--- config.mk ---
export PLATFORM = sky130hd
export DESIGN_NAME = univ_shift_reg_n
export DESIGN_NICKNAME = d
export VERILOG_FILES = /design/src/rtl/univ_shift_reg_n.sv
export SDC_FILE = /design/constraint.sdc
export NUM_CORES = 1
export LEC_CHECK = 0
export CAP_MARGIN = 20
export CORE_UTILIZATION = 50
export DETAILED_ROUTE_END_ITERATION = 10
export PLACE_DENSITY = 0.79
export SLEW_MARGIN = 20
export SYNTH_ARGS = -nofsm -noshare
export SYNTH_HDL_FRONTEND = slang
export SYNTH_SLANG_ARGS = --single-unit
--- constraint.sdc ---
create_clock -name clk -period 2.2 [get_ports clk]
set_clock_uncertainty 0.15 [all_clocks]
set_input_delay 0.66 -clock clk [delete_from_list [all_inputs] [get_ports clk]]
set_output_delay 0.66 -clock clk [all_outputs]
set_load 0.02 [all_outputs]
--- src/rtl/univ_shift_reg_n.sv ---
// Universal WIDTH-bit shift register with parallel load, rotate,
// arithmetic shift, clock enable and a counted multi-step sequencer.
module univ_shift_reg_n #(
    parameter int WIDTH   = 8,
    parameter int SHAMT_W = 4
) (
    input  logic               clk,
    input  logic               clr,
    input  logic               en,
    input  logic [2:0]         mode,
    input  logic               dr,
    input  logic               dl,
    input  logic [WIDTH-1:0]   pdata,
    input  logic               start,
    input  logic [SHAMT_W-1:0] shamt,
    output logic [WIDTH-1:0]   q,
    output logic               sout_r,
    output logic               sout_l,
    output logic               busy,
    output logic               done
);

    typedef enum logic [2:0] {
        M_HOLD = 3'b000,
        M_SHL  = 3'b001,
        M_SHR  = 3'b010,
        M_ROL  = 3'b011,
        M_ROR  = 3'b100,
        M_ASR  = 3'b101,
        M_LOAD = 3'b110,
        M_RSVD = 3'b111
    } mode_e;

    localparam logic [SHAMT_W-1:0] CNT_ONE = SHAMT_W'(1);

    logic [WIDTH-1:0]   q_q, q_d;
    logic [SHAMT_W-1:0] cnt_q, cnt_d;
    mode_e              mode_q, mode_d;
    logic               busy_q, busy_d;
    logic               done_q, done_d;

    mode_e              mode_in;
    logic               counted_mode;
    logic               last_step;

    // One step of the selected operation; serial inputs are sampled live.
    function automatic logic [WIDTH-1:0] step_fn(
        input mode_e            m,
        input logic [WIDTH-1:0] cur,
        input logic             sdl,
        input logic             sdr,
        input logic [WIDTH-1:0] pd
    );
        logic [WIDTH-1:0] r;
        r = cur;
        unique case (m)
            M_SHL:  r = {cur[WIDTH-2:0], sdl};
            M_SHR:  r = {sdr, cur[WIDTH-1:1]};
            M_ROL:  r = {cur[WIDTH-2:0], cur[WIDTH-1]};
            M_ROR:  r = {cur[0], cur[WIDTH-1:1]};
            M_ASR:  r = {cur[WIDTH-1], cur[WIDTH-1:1]};
            M_LOAD: r = pd;
            M_HOLD: r = cur;
            M_RSVD: r = cur;
            default: r = cur;
        endcase
        return r;
    endfunction

    assign mode_in = mode_e'(mode);

    // Only the shift/rotate modes can be run as a counted sequence.
    always_comb begin
        counted_mode = 1'b0;
        unique case (mode_in)
            M_SHL, M_SHR, M_ROL, M_ROR, M_ASR: counted_mode = 1'b1;
            default:                           counted_mode = 1'b0;
        endcase
    end

    assign last_step = (cnt_q == CNT_ONE);

    // Next-state: stall, counted step, accept, or free-running step.
    always_comb begin
        q_d    = q_q;
        cnt_d  = cnt_q;
        mode_d = mode_q;
        busy_d = busy_q;
        done_d = 1'b0;
        if (!en) begin
            done_d = 1'b0;
        end else if (busy_q) begin
            q_d   = step_fn(mode_q, q_q, dl, dr, pdata);
            cnt_d = cnt_q - CNT_ONE;
            if (last_step) begin
                busy_d = 1'b0;
                done_d = 1'b1;
            end
        end else if (start && counted_mode) begin
            mode_d = mode_in;
            if (shamt == '0) begin
                done_d = 1'b1;
            end else begin
                cnt_d  = shamt;
                busy_d = 1'b1;
            end
        end else begin
            q_d = step_fn(mode_in, q_q, dl, dr, pdata);
        end
    end

    // State registers with synchronous active-low clear.
    always_ff @(posedge clk) begin
        if (!clr) begin
            q_q    <= '0;
            cnt_q  <= '0;
            mode_q <= M_HOLD;
            busy_q <= 1'b0;
            done_q <= 1'b0;
        end else begin
            q_q    <= q_d;
            cnt_q  <= cnt_d;
            mode_q <= mode_d;
            busy_q <= busy_d;
            done_q <= done_d;
        end
    end

    assign q      = q_q;
    assign sout_r = q_q[0];
    assign sout_l = q_q[WIDTH-1];
    assign busy   = busy_q;
    assign done   = done_q;

endmodule

==> results.toml <==
[cells_and_area]
drive_above_1_share = 0.206
antenna_cells = 0
stdcell_area_mm2 = 0.00198
area_growth_syn_to_layout_pct = 40.5
final_cells = 253
nets = 247
final_core_util = 0.771

[sta]
setup_viol = 0
slew-limit-headroom = 0.499
worst_pin_slew_ns = 0.739
finalCritPeriodShare = 0.972
rsz0062_at_grt = "no"
final.setup.tns_ns = 0
slew_violations = 0
period_minus_slack_ns = 2.14
fmax_mhz = 467
hold_viol_final = 0

[clock_network]
cts.sinks = 17
cts_root_buffer = "clkbuf_4"
clk_pin_slew_ns = 0.12
h-tree-depth = 1
cts_hold_buf = 0
clk_path_buf_depth = 2
cts_tree = "yes"
cts_buffers = 3
insertion_delay_ns = 0.30

[power_and_ir_drop]
clockPowerShare = 0.206
pwr-share-comb = 0.377
p_leak_uw = 0.000965
sw_frac_of_total = 0.352
vdd_drop_max_mv = 0.402
intPower_uw = 565
power_density_mw_per_mm2 = 441
p_seq_frac = 0.418
netSwitchingPower_uw = 308

[logic_synthesis]
syn_inst = 175
synth_edf_count = 0
ys_seq_area_frac = 0.241
synth_most_common_cell = "dfxtp_1"
yosysWarnings = 0
async_flop_share = 0
ys.flop_type = "dfxtp_1"
syn_area_mm2 = 0.00141
ys_top_cells_by_count = "dfxtp_1, inv_1, a221oi_1, a22o_1, nand2_1"
synth_area_leaders = "dfxtp_1, a221oi_1, a22o_1, mux2i_1, o221ai_1"
synth.distinct_cells = 45
synth_top_area_frac = 0.241
yosysTopAreaCell = "dfxtp_1"
synth-seq-cells = 17
avgSynthCellArea_um2 = 8.06
synthesis.nets = 198

[grt]
grtUsageTotal = 0.294
globalRouteOverflowTotal = 0
grt_max_degree = 15
antenna_found_initial = 0
grt_pass1_wl_um = 6410
grt_pass1_vias = 1470

[setup_path]
path_class = "in -> reg"
path_max_fanout = 8
cp_common_cell = "buf_4"
startpoint_type = "input pin"
endpoint_kind = "flip-flop"
r2r_setup_slack_ns = 0.20
slowest_delay_ns = 0.29
slowest_stage = "o2111ai_2"
crit_arrival_ns = 2.20
crit_chain = "dlygate4sd2_1 -> buf_4 -> o21ba_2 -> o2111ai_2 -> o21ai_2 -> buf_4 -> o211a_1"
cp.required_ns = 2.26

[placement]
dp_hpwl_um = 3070
routabilityCongestion = 0.980
dp.cells = 247
io_buffer_count = 32
dpl_cell_area_mm2 = 0.00189

[route]
wl_per_cell_um = 16.9
detail-route-antenna-nets = 0
dr.pass1.iters = 4
drc_errors = 0
routed_via_density = 6.44
vias = 1630
detail_route.iter0.violations = 49
totalWireLength_um = 4270

[floorplan]
fp-row-count = 18
boundaryPins = 33
fp.dieW_um = 55.1
die_area_mm2 = 0.00304
start_util = 0.549
coreArea_mm2 = 0.00257
die_height_um = 55.1

[outcome]
status = "complete, no violations"

[run]
drv_cap = 0

[hold_path]
min_path_type = "reg -> reg"
[through the flow]
stage / hold WS (ns) / power (uW) / setup slack (ns)
2_1_floorplan: 0.298 / 547 / 0.136
3_5_place_dp: 0.329 / 692 / -0.395
5_1_grt: 0.380 / 920 / 0.0498
3_3_place_gp: 0.322 / 684 / -0.348
6_report: 0.337 / 873 / 0.0609
4_1_cts: 0.346 / 864 / 0.000102
[power groups by stage]
stage | logic, uW | clock network, uW | registers [uW]
floorplan | 174 | 0 | 373
global placement | 315 | 0 | 369
detailed placement | 322 | 0 | 371
CTS | 318 | 182 | 364
global route | 355 | 197 | 368
finish | 329 | 179 | 365
[worst paths after layout]
check            start        to  depth (start not counted)
min reg2reg   cnt_q[3]  cnt_q[3]                          2
min           cnt_q[3]  cnt_q[3]                          2
max reg2reg  mode_q[1]      q[5]                          4
max            mode[2]      q[5]                          7
[timing repair]
item | in CTS | in global routing
endpoints found under the setup margin | 21 | 18
buffers inserted | 0 | 1
gates resized for setup | 12 | 12
gates cloned | 0 | 1
pin swaps | 0 | 1
[critical path, delay by kind of cell]
kind / cells / cell delay, ns
AOI/OAI and AO/OA: 4 / 0.89
buffers and inverters: 3 / 0.64
[per-layer routing]
metal  global-route usage  wire length (um)  vias to the layer above
li1                     -                 -                      775
met1                0.361              1890                      784
met2                0.530              2140                       71
met3               0.0519               244                        0
met4               0.0583                 0                        0
met5                    0                 0                        -
[logic make-up after synthesis]
group | count (synthesis) | synth area share
compound gates | 71 | 0.408
fa+ha+maj | 2 | 0.0177
buf+inv | 31 | 0.0949
flops | 17 | 0.241
mux | 11 | 0.0799
simple gates | 43 | 0.158
[cells in the final DEF (no fill, tap or decap), drive strengths merged, types with 3 or more instances in the layout]
master	instances
o21ai	11
mux2i	9
nor2b	4
o221ai	7
dlygate4sd2	8
buf	29
dfxtp	17
a22o	12
a21oi	5
nor2	9
dlymetal6s2s	9
nand3	6
nand2	12
a221oi	12
o211a	6
o2111ai	3
inv	13
clkbuf	3
clkdlybuf4s50	15
[cell type report]
| type | instances | area, um^2 |
|---|---|---|
| Sequential cell | 17 | 342 |
| Tap cell | 30 | 37.5 |
| Clock buffer | 3 | 22.5 |
| Timing Repair Buffer | 61 | 554 |
| Clock inverter | 1 | 7.51 |
| Multi-Input combinational cell | 128 | 968 |
| Fill cell | 191 | 587 |
| Inverter | 13 | 48.8 |
[registers in the layout (all words and copies together) (netlist names)]
name    cells
q           8
cnt_q       4
mode_q      3
busy        1
done        1
Power figures use the tool's default switching activity.
